## config.mk

```make
export PLATFORM = sky130hd
export DESIGN_NAME = servo_slew_pwm
export DESIGN_NICKNAME = d
export VERILOG_FILES = /design/src/rtl/servo_pkg.sv /design/src/rtl/servo_slew_ch.sv /design/src/rtl/servo_slew_pwm.sv
export SDC_FILE = /design/constraint.sdc
export NUM_CORES = 1
export LEC_CHECK = 0
export CORE_UTILIZATION = 50
export CTS_CLUSTER_DIAMETER = 200
export DETAILED_ROUTE_END_ITERATION = 7
export DONT_BUFFER_PORTS = 1
export MAX_ROUTING_LAYER = met4
export PLACE_DENSITY = 0.67
export SYNTH_ARGS = -nofsm -noshare
export SYNTH_HDL_FRONTEND = slang
export SYNTH_SLANG_ARGS = --single-unit
```

## constraint.sdc

```tcl
create_clock -name iClk -period 12.55 [get_ports iClk]
set_clock_uncertainty 0.15 [all_clocks]
set_input_delay 2.51 -clock iClk [delete_from_list [all_inputs] [get_ports iClk]]
set_output_delay 2.51 -clock iClk [all_outputs]
set_load 0.05 [all_outputs]
```

## src/rtl/servo_pkg.sv

```systemverilog
// servo_pkg
// Shared definitions for the multi-channel servo driver.
//   - Default timing constants for a 50 MHz system clock:
//       DEF_PERIOD_CNT  20 ms PWM frame
//       DEF_MIN_CNT     0.5 ms pulse at angle 0
//       DEF_DEG_CNT     extra pulse clocks per degree
//       DEF_STEP_CNT    clocks per one-degree step at slew rate 0
//   - rate_t: 2-bit slew rate; the step interval is STEP_CNT >> rate
//   - pulseWidth(): pulse length in clocks for a given position
package servo_pkg;

  localparam int unsigned DEF_PERIOD_CNT = 1000000;
  localparam int unsigned DEF_MIN_CNT    = 25000;
  localparam int unsigned DEF_DEG_CNT    = 555;
  localparam int unsigned DEF_STEP_CNT   = 32768;

  typedef logic [1:0] rate_t;

  // Computed at 32 bits; callers truncate to their phase width, which is
  // always large enough because the widest pulse must fit inside a frame.
  function automatic int unsigned pulseWidth(input int unsigned posVal,
                                             input int unsigned minCnt,
                                             input int unsigned degCnt);
    return minCnt + posVal * degCnt;
  endfunction

endpackage

```

## src/rtl/servo_slew_ch.sv

```systemverilog
// servo_slew_ch
// One servo channel: target/rate registers, slewing position with its step
// counter, and the per-frame pulse-width latch and compare.
// Ports:
//   iClk       system clock
//   iRst_n     synchronous active-low reset
//   iWrEn      write strobe already decoded for this channel
//   iWrAngle   new target angle (clamped to ANGLE_MAX here)
//   iWrRate    new slew rate
//   iPhase     this channel's position within the PWM frame
//   oPwm       registered servo pulse
//   oAtTarget  registered "position equals target"
//   oPos       current position
module servo_slew_ch
  import servo_pkg::*;
#(
  parameter int unsigned ANGLE_W    = 10,
  parameter int unsigned ANGLE_MAX  = 180,
  parameter int unsigned INIT_ANGLE = 90,
  parameter int unsigned PERIOD_CNT = DEF_PERIOD_CNT,
  parameter int unsigned MIN_CNT    = DEF_MIN_CNT,
  parameter int unsigned DEG_CNT    = DEF_DEG_CNT,
  parameter int unsigned STEP_CNT   = DEF_STEP_CNT,
  parameter int unsigned PW_W       = $clog2(DEF_PERIOD_CNT) + 1
) (
  input  logic               iClk,
  input  logic               iRst_n,
  input  logic               iWrEn,
  input  logic [ANGLE_W-1:0] iWrAngle,
  input  rate_t              iWrRate,
  input  logic [PW_W-1:0]    iPhase,
  output logic               oPwm,
  output logic               oAtTarget,
  output logic [ANGLE_W-1:0] oPos
);

  localparam int unsigned CNT_W = (STEP_CNT > 2) ? $clog2(STEP_CNT) : 1;
  localparam logic [ANGLE_W-1:0] MAX_A  = ANGLE_W'(ANGLE_MAX);
  localparam logic [ANGLE_W-1:0] INIT_A = ANGLE_W'(INIT_ANGLE);
  localparam logic [PW_W-1:0] LAST_PHASE = PW_W'(PERIOD_CNT - 1);

  logic [ANGLE_W-1:0] target, targetNext, wrClamped;
  logic [ANGLE_W-1:0] pos, posNext;
  rate_t              rate, rateNext;
  logic [CNT_W-1:0]   stepCnt, stepCntNext, stepLimit;
  logic [PW_W-1:0]    widthNow, widthLatched;

  // Next-state logic. The step decision uses the registered target and
  // rate, so a write landing on a step cycle only takes effect afterwards.
  // The step counter is not touched by writes; it is only cleared by a
  // step or by arriving at the target.
  always_comb begin
    wrClamped   = (iWrAngle > MAX_A) ? MAX_A : iWrAngle;
    targetNext  = iWrEn ? wrClamped : target;
    rateNext    = iWrEn ? iWrRate : rate;
    stepLimit   = CNT_W'((STEP_CNT >> rate) - 32'd1);
    posNext     = pos;
    stepCntNext = '0;
    if (pos != target) begin
      if (stepCnt == stepLimit) begin
        stepCntNext = '0;
        posNext     = (pos < target) ? pos + ANGLE_W'(1) : pos - ANGLE_W'(1);
      end else begin
        stepCntNext = stepCnt + CNT_W'(1);
      end
    end
    widthNow = PW_W'(pulseWidth(32'(pos), MIN_CNT, DEG_CNT));
  end

  // The pulse width is captured on the clock where the phase wraps to 0,
  // so the whole frame uses one width. Reset clears the latch, which makes
  // the first frame after reset pulse-free.
  always_ff @(posedge iClk) begin
    if (!iRst_n) begin
      target       <= INIT_A;
      rate         <= '0;
      pos          <= INIT_A;
      stepCnt      <= '0;
      widthLatched <= '0;
      oPwm         <= 1'b0;
      oAtTarget    <= 1'b1;
    end else begin
      target    <= targetNext;
      rate      <= rateNext;
      pos       <= posNext;
      stepCnt   <= stepCntNext;
      oAtTarget <= (posNext == targetNext);
      if (iPhase == LAST_PHASE) begin
        widthLatched <= widthNow;
      end
      oPwm <= (iPhase < widthLatched);
    end
  end

  assign oPos = pos;

endmodule

```

## src/rtl/servo_slew_pwm.sv

```systemverilog
// servo_slew_pwm
// Multi-channel hobby-servo driver with per-channel slew limiting.
// Each channel walks its position one degree at a time toward its target
// and drives a PWM pin whose pulse width follows the position, updated
// only at that channel's frame start.
// Build option:
//   SERVO_STAGGER_EN  spread the channel frame starts evenly across the
//                     frame (channel k lags by k*PERIOD_CNT/NCH clocks);
//                     when undefined, all channels start together.
// Ports:
//   iClk       system clock
//   iRst_n     synchronous active-low reset
//   iWrEn      write strobe for one channel's target and rate
//   iWrCh      channel index for the write (out-of-range is ignored)
//   iWrAngle   new target angle, clamped to ANGLE_MAX
//   iWrRate    new slew rate, step interval STEP_CNT >> rate
//   oPwm       servo pulse outputs, one per channel
//   oAtTarget  per-channel "position equals target"
//   oPos       positions, channel k at [k*ANGLE_W +: ANGLE_W]
module servo_slew_pwm
  import servo_pkg::*;
#(
  parameter int unsigned NCH        = 4,
  parameter int unsigned ANGLE_W    = 10,
  parameter int unsigned ANGLE_MAX  = 180,
  parameter int unsigned INIT_ANGLE = 90,
  parameter int unsigned PERIOD_CNT = DEF_PERIOD_CNT,
  parameter int unsigned MIN_CNT    = DEF_MIN_CNT,
  parameter int unsigned DEG_CNT    = DEF_DEG_CNT,
  parameter int unsigned STEP_CNT   = DEF_STEP_CNT,
  localparam int unsigned CH_W      = (NCH > 1) ? $clog2(NCH) : 1
) (
  input  logic                     iClk,
  input  logic                     iRst_n,
  input  logic                     iWrEn,
  input  logic [CH_W-1:0]          iWrCh,
  input  logic [ANGLE_W-1:0]       iWrAngle,
  input  rate_t                    iWrRate,
  output logic [NCH-1:0]           oPwm,
  output logic [NCH-1:0]           oAtTarget,
  output logic [NCH*ANGLE_W-1:0]   oPos
);

  localparam int unsigned PW_W = $clog2(PERIOD_CNT) + 1;
  localparam logic [PW_W-1:0] FRAME_LAST = PW_W'(PERIOD_CNT - 1);

  // The widest pulse has to end before the frame does, otherwise the pin
  // would never go low between frames.
  if (MIN_CNT + ANGLE_MAX * DEG_CNT >= PERIOD_CNT) begin : gBadTiming
    $error("servo_slew_pwm: widest pulse does not fit inside the PWM frame");
  end

  logic [PW_W-1:0] frameCnt;

  // Shared frame counter, 0..PERIOD_CNT-1.
  always_ff @(posedge iClk) begin
    if (!iRst_n) begin
      frameCnt <= '0;
    end else if (frameCnt == FRAME_LAST) begin
      frameCnt <= '0;
    end else begin
      frameCnt <= frameCnt + PW_W'(1);
    end
  end

  for (genvar k = 0; k < NCH; k++) begin : gCh
    logic [PW_W-1:0] phase;
    logic            wrSel;

`ifdef SERVO_STAGGER_EN
    localparam int unsigned PS_W = PW_W + 1;
    localparam int unsigned OFFS = (PERIOD_CNT - k * (PERIOD_CNT / NCH)) % PERIOD_CNT;
    logic [PS_W-1:0] phaseSum;
    // Both addends are below PERIOD_CNT, so one conditional subtract is
    // enough for the modulo.
    assign phaseSum = {1'b0, frameCnt} + PS_W'(OFFS);
    assign phase = (phaseSum >= PS_W'(PERIOD_CNT)) ?
                   PW_W'(phaseSum - PS_W'(PERIOD_CNT)) : PW_W'(phaseSum);
`else
    assign phase = frameCnt;
`endif

    // Indices at or above NCH match no channel, which drops the write.
    assign wrSel = iWrEn && (iWrCh == CH_W'(k));

    servo_slew_ch #(
      .ANGLE_W   (ANGLE_W),
      .ANGLE_MAX (ANGLE_MAX),
      .INIT_ANGLE(INIT_ANGLE),
      .PERIOD_CNT(PERIOD_CNT),
      .MIN_CNT   (MIN_CNT),
      .DEG_CNT   (DEG_CNT),
      .STEP_CNT  (STEP_CNT),
      .PW_W      (PW_W)
    ) uCh (
      .iClk     (iClk),
      .iRst_n   (iRst_n),
      .iWrEn    (wrSel),
      .iWrAngle (iWrAngle),
      .iWrRate  (iWrRate),
      .iPhase   (phase),
      .oPwm     (oPwm[k]),
      .oAtTarget(oAtTarget[k]),
      .oPos     (oPos[k*ANGLE_W +: ANGLE_W])
    );
  end

endmodule
```

Word level (Yosys, flattened, before mapping) --
Index checks and enable logic that the tools add are counted.
Word-level totals: register bits after elaboration 261, word-level logic and storage cells 115, output and inout bits 48, bits of input ports 17
Cells by class: shift-type cells 4, magnitude comparators 9, $add $sub $neg 21, eq/ne operators 16, $mul 4, muxes and demuxes 17, bitwise gates (word level) 5, reduce and logical (&&, ||, !) cells 10
Operators by type and width (count):
- $mux 10 | 17
- $add 15x20->21 const A | 4
- $lt 21x21->1 | 4
- $mul 10x10->20 const B | 4
- $shr 16x2->15 const A | 4
- $add 15x1->15 const B | 4
- $eq 15x15->1 | 4
- $sub 15x1->15 const B | 4
- $add 10x1->10 const B | 4
- $eq 10x10->1 | 4
- $lt 10x10->1 | 4
- $ne 10x10->1 | 4
- $sub 10x1->10 const B | 4
- $add 21x1->21 const B | 1
- $eq 21x20->1 const B | 1
- $reduce_or 3->1 | 4
- $gt 10x8->1 const B | 1
- $not 1->1 | 5
- $eq 2x2->1 const B | 2
- $logic_and 1x1->1 | 4
- $eq 2x1->1 const B | 1
- $logic_not 2->1 | 1
- $reduce_or 2->1 | 1

Longest topological paths before layout --
Gate-level depths: netlist of run 1.
word-level depth 6, gate-level depth with buffers 17, gate-level depth less buffers 17

Modules after synthesis --
From an unflattened synthesis of run 1, not the netlist that was laid out.
Unflattened totals: cell total of the unflattened synthesis 2710, area, all modules 23130.9 µm²
Modules (own cells, without submodules):
- servo_slew_ch (gCh[3].uCh) | instances 1, area an instance 5564.1 µm², cells each 659, seq. area each 1201.2 µm²
- servo_slew_ch (gCh[2].uCh) | instances 1, area an instance 5560.3 µm², cells each 655, seq. area each 1201.2 µm²
- servo_slew_ch (gCh[1].uCh) | instances 1, area an instance 5521.5 µm², cells each 649, seq. area each 1201.2 µm²
- servo_slew_ch (gCh[0].uCh) | instances 1, area an instance 5479.0 µm², cells each 633, seq. area each 1201.2 µm²
- servo_slew_pwm | instances 1, area an instance 1006.0 µm², cells each 114, seq. area each 420.4 µm²

Least setup slack after synthesis of run 1 --
Ideal clock, no wire load.
path type reg-to-reg, start register gCh[2].uCh.pos[3], end register gCh[2].uCh.widthLatched[20], arrival 4826 ps, setup time 116 ps, clock period less this slack 5092 ps, buffers on the path 0, setup slack 7458 ps, cell stages (with the launch flop) 17, data required time 12284 ps, cells stage by stage dfxtp_1 ha_1 inv_1 fa_1 inv_1 fa_1 inv_1 fa_1 inv_1 ha_1 o21ai_0 o21bai_1 a31o_2 a2111oi_0 o211ai_1 a41o_1 a41o_1
On the way: word-level cells in the longest chain between the ends 2
Ends and longest elaborated chain:
- from (decl) | RTL line servo_slew_ch.sv:43 | logic [ANGLE_W-1:0] pos, posNext;
- from (signal assigned) | RTL line servo_slew_ch.sv:85 | pos <= posNext;
- $mul 10x10->20 | RTL line servo_pkg.sv:24 | return minCnt + posVal * degCnt;
- $add 15x20->21 | RTL line servo_pkg.sv:24
- to (signal assigned) | RTL line servo_slew_ch.sv:89 | widthLatched <= widthNow;
- to (decl) | RTL line servo_slew_ch.sv:46 | logic [PW_W-1:0] widthNow, widthLatched;
Every way passes these cells. A chain may end at the register's enable or synchronous reset.

Final worst setup path of run 1 --
start register gCh[2].uCh.pos[0], end register gCh[2].uCh.widthLatched[18]
Same word-level chain as after synthesis.

==> impl_metrics.yaml, run 1 <==
drt:
  drt_pass1_iterations: 7
  met3WireLength_um: 2800
  drt-total-wl_um: 55800
  vias: 18500
  met2_length_um: 26400
  ant_nets: 0
  drc: 0
  wl_per_cell_um: 17.1
  drtIter0Drc: 1102
  top_layer: "met4"
  wl_met1_um: 25500
  viasPerCell: 5.67
cells_and_area:
  postLayoutCellArea_mm2: 0.0242
  fin_nets: 3163
  final_core_util_pct: 54.4
  drive_gt1_share_pct: 3.75
  diodes: 0
  area_growth_pct: 6.78
yosys:
  synth_edf_count: 0
  ys_seq_area_share_pct: 23.1
  syn_area_mm2: 0.0226
  ys_types: 75
  async_flop_share_pct: 0
  yosys_warnings: 0
  netlist_instances: 2666
  synth_seq_cells: 261
  postSynthAreaPerCell_um2: 8.49
  synthFlopType: "dfxtp_1"
  syn_nets: 3188
cts:
  clock_path_buffers: 3
  cts_buffers: 30
  cts-root-buf: "clkbuf_16"
  cts_tree: "built"
  cts_setup_buffers: 0
  clkTransAtPathRegs_ns: 0.06
  cts_resized: 0
  cts_hold_buf: 0
  htreeDepth: 1
  clock_sinks: 261
  clock_latency_ns: 0.59
placed_design:
  hpwl_um: 42500
  place_area_mm2: 0.0232
  io_buffer_count: 0
  place.gp.congestion: 0.911
  dp_slack_ns: 6.94
worst_setup_path:
  crit_arrival_ns: 5.91
  r2r-end: "gCh[2].uCh.widthLatched[18]"
  r2r_setup_slack_ns: 6.92
  required_ns: 12.83
  critPathMaxFanout: 7
  timing.rr.start: "gCh[2].uCh.oPos[0]"
  worstSetupStartpointType: "flop"
  worst-setup-path-type: "flop to flop"
  end_kind: "flop"
  rr_worst_depth: 16
sta:
  finalSetupViolCount: 0
  finalMaxSlewViolations: 0
  fin_crit_ns: 5.63
  relSlewSlack_pct: 25.1
  max_freq_mhz: 178
  whs_ns: 0.286
  tightest_slew_ns: 1.12
  finalSetupTns_ns: 0
  final-hold-violation-count: 0
  rsz0062_at_grt: "false"
  fin_crit_sh_pct: 44.9
  worst_slack_ns: 6.92
global_route:
  grt_pass1_vias: 18000
  grt_max_degree: 74
  overflow: 0
  grt_pass1_wl_um: 91800
  antenna_found_initial: 0
  grt_use_total_pct: 24.9
pwr:
  power_density_mw_per_mm2: 85.4
  leakagePower_nw: 11.1
  ir_worst_vdd_mv: 0.0901
floorplanning:
  core_mm2: 0.0444
  io_pins: 65
  die_area_mm2: 0.0461
  die_w_um: 215
  rows: 77
  fp.dieH_um: 215
  start_util_pct: 50.9
run:
  maxCapViolCount: 0
outcome:
  outcome: "completed"
hold_path:
  min_path_cells: 1
  min_from: "gCh[1].uCh.stepCnt[0]"
  min_to: "gCh[1].uCh.stepCnt[0]"
  hold_class: "flop to flop"
-- sequential cells by signal, summed over array words and instances (netlist names) --
name and flops:
gCh.uCh.stepCnt 60, gCh.uCh.rate 8, gCh.uCh.oPwm 4, gCh.uCh.widthLatched 84
gCh.uCh.oPos 40, frameCnt 21, gCh.uCh.target 40, gCh.uCh.oAtTarget 4
-- final cells by class --
| type | instances | area, um2 |
|---|---|---|
| Fill cell | 4081 | 20300 |
| Sequential cell | 261 | 5230 |
| Clock inverter | 8 | 68.8 |
| Clock buffer | 48 | 908 |
| Timing Repair Buffer | 16 | 124 |
| Tap cell | 592 | 741 |
| Multi-Input combinational cell | 2003 | 15900 |
| Inverter | 329 | 1240 |
-- through the flow --
stage / std cells / total power, W
3_5_place_dp: 3201 / 0.00121
6_report: 3257 / 0.00206
3_3_place_gp: 3200 / 0.00120
4_1_cts: 3257 / 0.00208
5_1_grt: 3257 / 0.00215
2_1_floorplan: 2666 / 0.00114
-- placed cells by master, fill, tap and decap left out, types with 38 or more instances in the layout --
cell	instances
o21ai_0	56
inv_1	328
fa_1	88
a21oi_1	179
nand3_1	80
a21o_1	38
nor3_1	45
nand2_1	234
and3_1	40
xnor2_1	122
dfxtp_1	261
nor2_1	239
xor2_1	76
ha_1	417
-- how the worst max path moves through the flow --
| stage | startpoint | to | slack (ns) | cells after the start |
|---|---|---|---|---|
| global placement | iWrAngle[9] | gCh[1].uCh.oAtTarget | 6.73 | 8 |
| finish | gCh[2].uCh.oPos[0] | gCh[2].uCh.widthLatched[18] | 6.92 | 16 |
| CTS | gCh[2].uCh.oPos[0] | gCh[2].uCh.widthLatched[18] | 6.91 | 16 |
| global route | gCh[2].uCh.oPos[0] | gCh[2].uCh.widthLatched[18] | 6.56 | 16 |
| detailed placement | gCh[2].uCh.oPos[0] | gCh[2].uCh.widthLatched[18] | 6.94 | 16 |
| floorplan | gCh[2].uCh.oPos[3] | gCh[2].uCh.widthLatched[20] | 7.46 | 16 |
-- kinds of logic (layout without fill, tap and decap cells) --
logic type / count (synthesis) / in the layout / synth area share [%]
adders and majority gates: 505 / 505 / 30.8
and+or+nand+nor: 802 / 802 / 16.7
buffers and inverters: 402 / 401 / 6.88
DFF: 261 / 261 / 23.1
muxes: 19 / 19 / 0.852
xor gates and xnor gates: 200 / 200 / 7.86
AOI/OAI and AO/OA: 477 / 477 / 13.7
-- power by group --
part | switching, W | leakage, nW | internal [W]
clock | 0.000372 | 0.465 | 0.000496
combinational | 0.000198 | 8.49 | 0.000134
sequential | 0.0000210 | 2.11 | 0.000841
-- worst max-delay path, stage by stage, from the launching register on --
cell	delay (ns)
dfxtp_1	0.80
inv_1	0.38
fa_1	0.61
inv_1	0.06
fa_1	0.53
inv_1	0.06
fa_1	0.53
inv_1	0.04
ha_1	0.32
o21ai_0	0.12
o21bai_1	0.12
a31o_2	0.28
a2111oi_0	0.77
o211ai_1	0.18
a41o_1	0.31
xnor2_1	0.15
o22ai_1	0.08
-- layer usage --
layer | up-vias | GRT usage, %
met3 | 87 | 3.13
met2 | 425 | 41.4
met5 | - | -
li1 | 9122 | -
met1 | 8821 | 32.1
met4 | 0 | 5.55
-- cell usage after synthesis, drive strengths merged (5+ instances only) --
master	number	share of area, %
ha	417	23
inv	329	5.5
dfxtp	261	23
nor2	239	4.0
nand2	234	3.9
a21oi	179	4.0
xnor2	122	4.7
fa	88	7.8
nand3	82	1.9
xor2	76	2.9
o21ai	59	1.3
clkbuf	54	0.90
nor3	46	1.0
and3	41	1.2
a21o	38	1.3
nand4	34	0.94
a211oi	32	1.1
nand2b	22	0.62
o211ai	21	0.70
a31oi	20	0.55
and2	19	0.53
buf	19	0.53
o41ai	18	0.76
mux2i	17	0.75
or3	17	0.47
o22ai	16	0.44
nor2b	12	0.33
nor4	12	0.40
o21a	11	0.36
a211o	10	0.39
and4	10	0.39
o21bai	10	0.33
or2	10	0.28
a32oi	8	0.31
nand3b	8	0.27
o2111ai	8	0.31
o31ai	8	0.27
a2111o	7	0.35
a31o	5	0.19
No activity file was read; power rests on OpenSTA's default activity.
==> inputs of run 2 (changes only) <==
- PLACE_DENSITY: 0.67 -> 0.7
- clock period: 12.55 -> 4.8 ns (I/O delays scaled with it)
==> run 2 against run 1 <==
Maximum frequency grew 23%. Highest routed layer unchanged. Worst setup slack lost 6.7 ns. Hold slack gained 0.0034 ns. Critical path depth grew 2. Final cell count grew 1.8%. Via count grew 0.29%. Non-clock buffer count grew 55. Sequential cell count is the same. Wire length grew 0.53%. Die area is the same. First-iteration DRC count shrank 6.7%. Clock-buffer cell count shrank 4.
==> impl_metrics.yaml, run 2 (same netlist as run 1, synthesis figures left out) <==
sta:
  finalSetupViolCount: 0
  max_freq_mhz: 219
  tightest_slew_ns: 0.921
  fin_crit_sh_pct: 95.1
  rsz0062_at_grt: "false"
  finalMaxSlewViolations: 0
  final-hold-violation-count: 0
  fin_crit_ns: 4.57
  finalSetupTns_ns: 0
  relSlewSlack_pct: 38.4
floorplanning:
  die_w_um: 215
  rows: 77
  core_mm2: 0.0444
  die_area_mm2: 0.0461
  fp.dieH_um: 215
  io_pins: 65
  start_util_pct: 50.9
worst_setup_path:
  end_kind: "flop"
  crit_arrival_ns: 4.85
  worstPathCellList: "ha_1 -> inv_1 -> fa_1 -> inv_1 -> fa_1 -> inv_1 -> fa_1 -> inv_1 -> ha_1 -> o21ai_0 -> o21bai_1 -> a31o_2 -> a2111oi_2 -> buf_4 -> o211ai_1 -> a41o_1 -> xnor2_1 -> o22ai_1"
  r2r_setup_slack_ns: 0.23
  critPathMaxFanout: 4
  worst-setup-path-type: "flop to flop"
  cpMostUsedCell: "inv_1"
  max_stage_delay_ns: 0.54
  cpMaxStageDelayCell: "fa_1"
  required_ns: 5.08
  worstSetupStartpointType: "flop"
global_route:
  grt_pass1_vias: 18500
  grt_use_total_pct: 25.0
  antenna_found_initial: 0
  grt_util_met1_pct: 30.8
  overflow: 0
  grt.busiest_layer: "met2"
  grt_max_degree: 67
  gr-usage-met3_pct: 3.47
  grt_pass1_wl_um: 92500
  globalRouteMet2Util_pct: 41.9
cts:
  cts_tree: "built"
  clock_latency_ns: 0.61
  clkTransAtPathRegs_ns: 0.07
  cts_buffers: 31
  cts_hold_buf: 0
  cts-root-buf: "clkbuf_16"
  clock_sinks: 261
  clock_path_buffers: 3
  htreeDepth: 1
cells_and_area:
  stdcell_count: 3314
  layout_commonest_cell: "ha_1"
  fillCellCount: 4047
  diodes: 0
  layout_common_cells: "ha_1, inv_1, dfxtp_1"
  area_growth_pct: 9.38
  fin_nets: 3219
  top_register: "gCh.uCh.widthLatched"
  final_core_util_pct: 55.7
  largestRegisters: "gCh.uCh.widthLatched: 84 flops, gCh.uCh.stepCnt: 60 flops"
  drive_gt1_share_pct: 6.36
  largest_register_ffs: 84
  postLayoutCellArea_mm2: 0.0248
drt:
  viasPerCell: 5.58
  drt-total-wl_um: 56100
  ant_nets: 0
  wl_per_cell_um: 16.9
  drtIter0Drc: 1028
  drc: 0
  vias: 18500
  drt_pass1_iterations: 5
placed_design:
  place.gp.congestion: 0.943
  place_area_mm2: 0.0236
  hpwl_um: 43300
  place_inst: 3254
  io_buffer_count: 0
outcome:
  outcome: "completed"
pwr:
  power_density_mw_per_mm2: 230
  leakagePower_nw: 11.4
  ir_worst_vdd_mv: 0.271
hold_path:
  hold_class: "input port to flop"
run:
  maxCapViolCount: 0
[run 2: cell types whose count changed in the layout (fill, tap and decap cells not counted), sizes merged]
cell / previous run / this run
buf: 16 / 71
bufinv: 0 / 4
clkbuf: 48 / 44
clkinv: 3 / 6
clkinvlp: 4 / 2
inv: 330 / 331
[run 2: power by group]
| part | leakage [nW] | total (W) | switching [W] | internal [W] |
|---|---|---|---|---|
| Sequential | 2.11 | 0.00225 | 0.0000559 | 0.00220 |
| Clock | 0.540 | 0.00255 | 0.00102 | 0.00153 |
| Combinational | 8.78 | 0.000885 | 0.000519 | 0.000366 |
| Total | 11.4 | 0.00569 | 0.00160 | 0.00409 |
[run 2: final timing paths]
kind                    startpoint  depth (start not counted)                     endpoint
max reg2reg     gCh[2].uCh.oPos[3]                         18  gCh[2].uCh.widthLatched[18]
min                         iRst_n                          1         gCh[2].uCh.oAtTarget
min reg2reg  gCh[1].uCh.stepCnt[0]                          1        gCh[1].uCh.stepCnt[0]
max             gCh[2].uCh.oPos[3]                         18  gCh[2].uCh.widthLatched[18]
[run 2: worst max-delay path: cells and delay by family, from the launching register on]
kind,cells,cell delay (ns)
buf+inv,5,0.38
flops,1,0.33
xor+xnor,1,0.14
compound gates,7,1.27
fa+ha+maj,5,2.15
[run 2: area by class of cell]
| class | instances | area (um2) | share of cell area, % |
|---|---|---|---|
| inverters | 329 | 1240 | 5.00 |
| well taps | 592 | 741 | 2.99 |
| clock buffers | 44 | 905 | 3.66 |
| repair buffers | 71 | 537 | 2.17 |
| multi-input cells | 2003 | 15900 | 64.2 |
| flip-flops and latches | 261 | 5240 | 21.2 |
| clock inverters | 14 | 198 | 0.799 |
[run 2: routing by layer]
metal	share of wire, %	up-vias	wire (um)
met3	5.5	117	3100
met2	47	390	26200
li1	-	9230	-
met4	3.2	0	1790
met5	0	-	0
met1	45	8771	25100
[run 2: metrics by stage]
stage / hold slack (ns) / setup slack (ns) / total power [W]
CTS: 0.283 / 0.115 / 0.00571
global route: 0.274 / 0.00196 / 0.00591
global placement: 0.275 / 0.233 / 0.00313
finish: 0.289 / 0.234 / 0.00569
floorplan: 0.263 / 0.118 / 0.00298
detailed placement: 0.292 / 0.136 / 0.00316
[run 2: timing repair]
action	CTS	global route
endpoints found under the hold margin	0	0
gates resized for setup	0	8
setup buffers	0	2
setup endpoints to repair	0	8
==> inputs of run 3 (changes only) <==
- ABC_CLOCK_PERIOD_IN_PS: default -> 4800
==> results of run 3 <==
The final DEF is identical to that of run 2; final timing and power are the same.
